--- src/rtl/phase_accumulator_pkg.sv ---
// Shared constants for the sliced DDS phase accumulator.
// Slice width, slice count, phase width and pipeline latency live here.
package phase_accumulator_pkg;

  localparam int unsigned DDSM_SLICE_W = 8;
  localparam int unsigned DDSM_SLICES  = 3;
  localparam int unsigned DDSM_PHASE_W = DDSM_SLICE_W * DDSM_SLICES;
  localparam int unsigned DDSM_LAT     = DDSM_SLICES;

  typedef logic [DDSM_PHASE_W-1:0] phase_t;

endpackage

--- src/rtl/phase_acc_slice.sv ---
// One slice of the phase accumulator: a registered accumulator with carry-in,
// enable and synchronous clear, plus a registered carry-out.
module phase_acc_slice
  import phase_accumulator_pkg::*;
#(
  parameter int unsigned P_W = DDSM_SLICE_W
) (
  input  logic           i_clk,
  input  logic           i_rst_n,
  input  logic           i_en,
  input  logic           i_clear,
  input  logic [P_W-1:0] i_addend,
  input  logic           i_carry,
  output logic [P_W-1:0] o_acc,
  output logic           o_carry
);

  logic [P_W-1:0] acc_q, acc_d;
  logic           carry_q, carry_d;
  logic [P_W:0]   sum;

  // The carry register only holds a carry for the step just taken, so the
  // downstream slice never sees a stale carry from an earlier step.
  always_comb begin
    sum     = {1'b0, acc_q} + {1'b0, i_addend} + {{P_W{1'b0}}, i_carry};
    acc_d   = acc_q;
    carry_d = 1'b0;
    if (i_clear) begin
      acc_d   = '0;
      carry_d = 1'b0;
    end else if (i_en) begin
      acc_d   = sum[P_W-1:0];
      carry_d = sum[P_W];
    end
  end

  always_ff @(posedge i_clk or negedge i_rst_n) begin
    if (!i_rst_n) begin
      acc_q   <= '0;
      carry_q <= 1'b0;
    end else begin
      acc_q   <= acc_d;
      carry_q <= carry_d;
    end
  end

  assign o_acc   = acc_q;
  assign o_carry = carry_q;

endmodule

--- src/rtl/phase_accumulator.sv ---
// 24-bit DDS phase accumulator split into three carry-pipelined 8-bit slices,
// with input skew and output deskew so every output word is one coherent phase.
module phase_accumulator
  import phase_accumulator_pkg::*;
#(
  parameter int unsigned P_SLICE_W = DDSM_SLICE_W,
  parameter int unsigned P_LAT     = DDSM_LAT
) (
  input  logic                               i_clk,
  input  logic                               i_rst_n,
  input  logic                               i_en,
  input  logic                               i_clear,
  input  logic                               i_fcw_load,
  input  logic [DDSM_SLICES*P_SLICE_W-1:0]   i_fcw,
  output logic [P_SLICE_W-1:0]               o_msb,
  output logic [P_SLICE_W-1:0]               o_isb,
  output logic [P_SLICE_W-1:0]               o_lsb,
  output logic                               o_valid,
  output logic                               o_wrap
);

  localparam int unsigned W = P_SLICE_W;

  logic [DDSM_SLICES*W-1:0] fcw_q, fcw_d;
  logic [P_LAT-1:0]         en_q, en_d;
  logic [W-1:0]             fcw_isb1_q, fcw_isb1_d;
  logic [W-1:0]             fcw_msb1_q, fcw_msb1_d;
  logic [W-1:0]             fcw_msb2_q, fcw_msb2_d;
  logic [W-1:0]             lsb_dly1_q, lsb_dly1_d;
  logic [W-1:0]             lsb_dly2_q, lsb_dly2_d;
  logic [W-1:0]             isb_dly1_q, isb_dly1_d;

  logic [W-1:0] lsb_acc, isb_acc, msb_acc;
  logic         lsb_cy, isb_cy, msb_cy;

  // FCW register is untouched by clear; a step on the load edge uses the old word.
  always_comb begin
    fcw_d = fcw_q;
    if (i_fcw_load) fcw_d = i_fcw;
  end

  always_ff @(posedge i_clk or negedge i_rst_n) begin
    if (!i_rst_n) fcw_q <= '0;
    else          fcw_q <= fcw_d;
  end

  // Skew and deskew run every edge; the FCW upper slices travel with the enable.
  always_comb begin
    en_d        = {en_q[P_LAT-2:0], i_en};
    fcw_isb1_d  = fcw_q[2*W-1:W];
    fcw_msb1_d  = fcw_q[3*W-1:2*W];
    fcw_msb2_d  = fcw_msb1_q;
    lsb_dly1_d  = lsb_acc;
    lsb_dly2_d  = lsb_dly1_q;
    isb_dly1_d  = isb_acc;
    if (i_clear) begin
      en_d       = '0;
      fcw_isb1_d = '0;
      fcw_msb1_d = '0;
      fcw_msb2_d = '0;
      lsb_dly1_d = '0;
      lsb_dly2_d = '0;
      isb_dly1_d = '0;
    end
  end

  always_ff @(posedge i_clk or negedge i_rst_n) begin
    if (!i_rst_n) begin
      en_q       <= '0;
      fcw_isb1_q <= '0;
      fcw_msb1_q <= '0;
      fcw_msb2_q <= '0;
      lsb_dly1_q <= '0;
      lsb_dly2_q <= '0;
      isb_dly1_q <= '0;
    end else begin
      en_q       <= en_d;
      fcw_isb1_q <= fcw_isb1_d;
      fcw_msb1_q <= fcw_msb1_d;
      fcw_msb2_q <= fcw_msb2_d;
      lsb_dly1_q <= lsb_dly1_d;
      lsb_dly2_q <= lsb_dly2_d;
      isb_dly1_q <= isb_dly1_d;
    end
  end

  phase_acc_slice #(.P_W(W)) u_lsb (
    .i_clk    (i_clk),
    .i_rst_n  (i_rst_n),
    .i_en     (i_en),
    .i_clear  (i_clear),
    .i_addend (fcw_q[W-1:0]),
    .i_carry  (1'b0),
    .o_acc    (lsb_acc),
    .o_carry  (lsb_cy)
  );

  phase_acc_slice #(.P_W(W)) u_isb (
    .i_clk    (i_clk),
    .i_rst_n  (i_rst_n),
    .i_en     (en_q[0]),
    .i_clear  (i_clear),
    .i_addend (fcw_isb1_q),
    .i_carry  (lsb_cy),
    .o_acc    (isb_acc),
    .o_carry  (isb_cy)
  );

  phase_acc_slice #(.P_W(W)) u_msb (
    .i_clk    (i_clk),
    .i_rst_n  (i_rst_n),
    .i_en     (en_q[1]),
    .i_clear  (i_clear),
    .i_addend (fcw_msb2_q),
    .i_carry  (isb_cy),
    .o_acc    (msb_acc),
    .o_carry  (msb_cy)
  );

  assign o_msb   = msb_acc;
  assign o_isb   = isb_dly1_q;
  assign o_lsb   = lsb_dly2_q;
  assign o_valid = en_q[P_LAT-1];
  assign o_wrap  = msb_cy & en_q[P_LAT-1];

endmodule

--- config.mk ---
export PLATFORM = sky130hd
export DESIGN_NAME = phase_accumulator
export DESIGN_NICKNAME = d
export VERILOG_FILES = /design/src/rtl/phase_accumulator_pkg.sv /design/src/rtl/phase_acc_slice.sv /design/src/rtl/phase_accumulator.sv
export SDC_FILE = /design/constraint.sdc
export NUM_CORES = 1
export LEC_CHECK = 0
export ABC_AREA = 1
export CAP_MARGIN = 40
export CORE_MARGIN = 2
export CORE_UTILIZATION = 33
export DETAILED_ROUTE_END_ITERATION = 16
export HOLD_SLACK_MARGIN = 0.03
export SKIP_CTS_REPAIR_TIMING = 1
export SKIP_LAST_GASP = 1
export SLEW_MARGIN = 20
export SYNTH_ARGS = -nofsm -noshare
export SYNTH_HDL_FRONTEND = slang
export SYNTH_SLANG_ARGS = --single-unit
--- constraint.sdc ---
create_clock -name i_clk -period 3.1 [get_ports i_clk]
set_clock_uncertainty 0.05 [all_clocks]
set_input_delay 0.465 -clock i_clk [delete_from_list [all_inputs] [get_ports i_clk]]
set_output_delay 0.465 -clock i_clk [all_outputs]
set_load 0.005 [all_outputs]
Word-level counts from Yosys, hierarchy flattened
Index checks and enable logic that the tools add are counted.
Widths: inputs -> output; s select.
- register bits: 102
- input port bits: 29
- output and inout bits: 26
- add/sub/neg operators: 5
- bitwise logic cells: 1
- reduce and logical (&&, ||, !) cells: 3
- multiplexer cells: 19
- operators by type and width (operator ; number):
    $mux 8 ; 12
    $add 8x8->9 ; 3
    $add 9x1->9 ; 2
    $mux 1 ; 6
    $reduce_bool 2->1 ; 3
    $mux 3 ; 1
    $and 1x1->1 ; 1

Logic depth before layout (Yosys ltp)
- depth in word-level cells: 4
- mapped depth: 11
- gate-level depth less buffers: 11

By module
A second synthesis with hierarchy kept.
- cell total of the unflattened synthesis: 549
- area, all modules: 4769.6 µm²
- by module, submodules not included (module ; instances ; area each (µm²) ; cells each):
    phase_accumulator ; 1 ; 2708.8 ; 264
    phase_acc_slice ; 3 ; 686.9 ; 95

Least setup slack after synthesis
OpenSTA, ideal clock, no wires.
- path type: register -> register
- start point: reg u_msb.acc_q[0], in the netlist u_msb.o_acc[0]
- end point: reg u_msb.acc_q[6], in the netlist u_msb.o_acc[6]
- cell stages (with the launch flop): 11
- library setup time: 0.117 ns
- path slack: 1.403 ns
- arrival time: 1.531 ns
- clock period less this slack: 1.697 ns
- cell sequence: dfrtp_1 fa_1 inv_1 fa_1 inv_1 nand2_1 nand2_2 nand3b_4 nand3_1 nand3_2 nand2_1
- word-level cells in the longest chain between the ends: 4
- RTL lines (element ; RTL line ; text):
    start: declaration ; phase_acc_slice.sv:18 ; logic [P_W-1:0] acc_q, acc_d;
    start signal: assignment ; phase_acc_slice.sv:39 ; acc_q <= '0;
    start signal: assignment ; phase_acc_slice.sv:42 ; acc_q <= acc_d;
    $add 8x8->9 ; phase_acc_slice.sv:25 ; sum = {1'b0, acc_q} + {1'b0, i_addend} + {{P_W{1'b0}}, i_carry};
    $add 9x1->9 ; phase_acc_slice.sv:25 ;
    $mux 8 ; phase_acc_slice.sv:31 ; end else if (i_en) begin
    $mux 8 ; phase_acc_slice.sv:28 ; if (i_clear) begin
Every way passes these cells. The select of a mux whose other input is x is not followed.
A chain may end at the register's enable or synchronous reset.

Final worst setup path
Same ends and word-level chain as after synthesis.

==> flow_summary.json <==
{
  "path_cells": "fa_1, inv_1, fa_1, inv_1, nand2_1, nand2_2, nand3b_4, nand3_1, nand3_2, nand2_1",
  "period_share_pct": 58.37,
  "worstSkewPairLatency_ps": 340,
  "tightest_slew_ps": 696.5,
  "drive_gt1_share_pct": 9.700,
  "tns_ps": 0,
  "critPathLaunchType": "flop",
  "fin_ws_ps": 1291,
  "via_per_inst": 4.328,
  "cp-end-kind": "flop",
  "rows": 43,
  "grtUsageTotal_pct": 12.30,
  "cp.required_ps": 3280,
  "power_density_mw_per_mm2": 535.2,
  "ys_warn_count": 0,
  "core_mm2": 0.01383,
  "final_common_cell": "nand2_1",
  "numCtsBuffers": 9,
  "avgSynthCellArea_um2": 9.313,
  "grt_pass1_vias": 3064,
  "io_pins": 55,
  "fmax_mhz": 552.7,
  "power_w": 0.003087,
  "drv_cap": 0,
  "min_period_ps": 1809,
  "arrival_ps": 1990,
  "grt_pass1_wl_um": 14480,
  "grt_max_degree": 54,
  "syn_to_final_growth_pct": 23.63,
  "worstPathMaxFanout": 3,
  "synthCells": 501,
  "worst_path_max_delay_cell": "fa_1",
  "clk_path_buf_depth": 2,
  "root_buffer": "clkbuf_16",
  "mostFrequentLayoutCells": "nand2_1, dfrtp_1, inv_1",
  "path_clk_slew_ps": 60,
  "slowest_delay_ps": 470,
  "r2r_slack_ps": 1290,
  "nets": 618,
  "gp_congestion": 0.8272,
  "r2r_cells": 10,
  "ys_ff_latch": 102,
  "htreeDepth": 3,
  "num_vias": 3233,
  "path_class": "flop to flop",
  "status": "finished, final reports clean",
  "start_util_pct": 33.74,
  "antenna_found_initial": 0,
  "max_slew_margin_pct": 53.57,
  "crit-reg2reg-launch": "u_msb.o_acc[0]$_DFFE_PN0P_",
  "die_x_um": 122.9,
  "drc": 0,
  "detail_route.iter0.violations": 164,
  "cp_top_family": "adder cells",
  "hold_viol_final": 0,
  "rsz0062_at_grt": "no",
  "min_path_type": "input pin to asynchronous set/reset pin",
  "r2r-end": "u_msb.o_acc[6]$_DFFE_PN0P_",
  "synth.distinct_cells": 30,
  "gr-total-overflow": 0,
  "die_h_um": 122.9,
  "place_worst_setup_slack_ps": 1073,
  "finalMaxSlewViolations": 0,
  "cts_sinks": 102,
  "ir_drop_mv": 0.3091,
  "drt_pass1_iterations": 4,
  "wirelength_um": 8482,
  "power.leakage_nw": 2.968,
  "cts_tree": "built",
  "synth_area_mm2": 0.004666,
  "setup_violations": 0,
  "seq_area_frac_synth_pct": 54.71,
  "hpwl_um": 6331,
  "critical_path_buf_inv_count": 2,
  "place.port_buffers": 54,
  "wl_per_cell_um": 11.35,
  "die_area_mm2": 0.01511,
  "final_antenna_net_count": 0,
  "diodes": 0,
  "synth_nets": 557
}
[stage by stage]
stage / util [%] / hold WS (ps) / instance area (um2) / std cells
floorplan: - / 119.4 / 4666 / 501
global placement: 39.04 / 396.4 / 5398 / 730
detailed placement: 39.24 / 383.1 / 5425 / 731
CTS: 41.72 / 14.95 / 5768 / 747
global route: 41.72 / 39.22 / 5768 / 747
finish: 41.72 / 0.6457 / 5768 / 747
[sequential cells by signal (all words and copies together) (netlist names), 3 cells and up]
signal,count
o_isb,8
o_lsb,8
en_q,3
u_msb.o_acc,8
fcw_msb2_q,8
fcw_q,24
u_lsb.o_acc,8
fcw_msb1_q,8
lsb_dly1_q,8
u_isb.o_acc,8
fcw_isb1_q,8
[synthesized netlist by cell type]
| master | count | share of area (%) |
|---|---|---|
| or2_4 | 2 | 0.38 |
| buf_6 | 2 | 0.48 |
| a22o_1 | 1 | 0.19 |
| fa_1 | 5 | 2.1 |
| or2_0 | 2 | 0.27 |
| ha_1 | 22 | 5.9 |
| nand4_1 | 1 | 0.13 |
| o21ai_0 | 24 | 2.6 |
| nor2_4 | 3 | 0.72 |
| nor2_8 | 2 | 0.86 |
| inv_1 | 87 | 7.0 |
| nand3b_4 | 2 | 0.86 |
| clkbuf_1 | 3 | 0.24 |
| buf_2 | 3 | 0.32 |
| nand2_2 | 7 | 0.94 |
| a21oi_1 | 13 | 1.4 |
| nand3_1 | 27 | 2.9 |
| dfrtp_1 | 102 | 55 |
| nor2_1 | 64 | 5.1 |
| inv_4 | 1 | 0.13 |
| nand3b_1 | 2 | 0.32 |
| o22ai_1 | 5 | 0.67 |
| nand2_1 | 103 | 8.3 |
| a21oi_2 | 1 | 0.19 |
| inv_2 | 2 | 0.16 |
| mux2_2 | 8 | 1.9 |
| o21ai_2 | 1 | 0.19 |
| o21ai_1 | 2 | 0.21 |
| buf_4 | 2 | 0.32 |
| nand3_2 | 2 | 0.43 |
[area by class of cell]
cell class / count / area [um2]
sequential: 102 / 2552
fill: 1350 / 8059
timing repair buffer: 60 / 598.1
clock inverter: 4 / 76.32
multi-input combinational: 299 / 1709
clock buffer: 12 / 266.5
tap: 180 / 225.2
inverter: 90 / 340.3
[power by group]
group          switching (W)  total, W  leakage [nW]  internal [W]
registers          0.0000436   0.00146          1.35       0.00142
logic               0.000216  0.000378          1.46      0.000162
clock network       0.000473   0.00125         0.165      0.000776
[routing by layer]
layer | GRT usage [%] | wire length [um] | vias up
met2 | 17.51 | 3698 | 52
li1 | - | - | 1658
met3 | 3.090 | 394 | 13
met1 | 17.61 | 4218 | 1510
met5 | 0 | 0 | -
met4 | 5.603 | 171 | 0
[cells by family (layout without fill, tap and decap cells)]
logic type	count (synthesis)	after routing	share of synthesized area [%]
AO/OA/AOI/OAI	47	47	5.417
adder cells (fa/ha/maj)	27	27	8.045
buffers and inverters	100	166	8.662
flip-flops	102	102	54.71
multiplexers	8	8	1.931
AND/OR/NAND/NOR	217	217	21.24
[worst max-delay path by stage]
stage / startpoint / endpoint / slack (ps) / cells past startpoint
after floorplan: u_msb.o_acc[0]$_DFFE_PN0P_ / u_msb.o_acc[6]$_DFFE_PN0P_ / 1400 / 10
after global placement: i_fcw_load / fcw_q[15]$_DFFE_PN0P_ / 1150 / 3
after detailed placement: i_fcw_load / fcw_q[14]$_DFFE_PN0P_ / 1070 / 3
after CTS: u_msb.o_acc[0]$_DFFE_PN0P_ / u_msb.o_acc[6]$_DFFE_PN0P_ / 1270 / 10
after global routing: u_msb.o_acc[0]$_DFFE_PN0P_ / u_msb.o_acc[6]$_DFFE_PN0P_ / 1180 / 10
final: u_msb.o_acc[0]$_DFFE_PN0P_ / u_msb.o_acc[6]$_DFFE_PN0P_ / 1290 / 10
No activity file was read; power rests on OpenSTA's default activity.
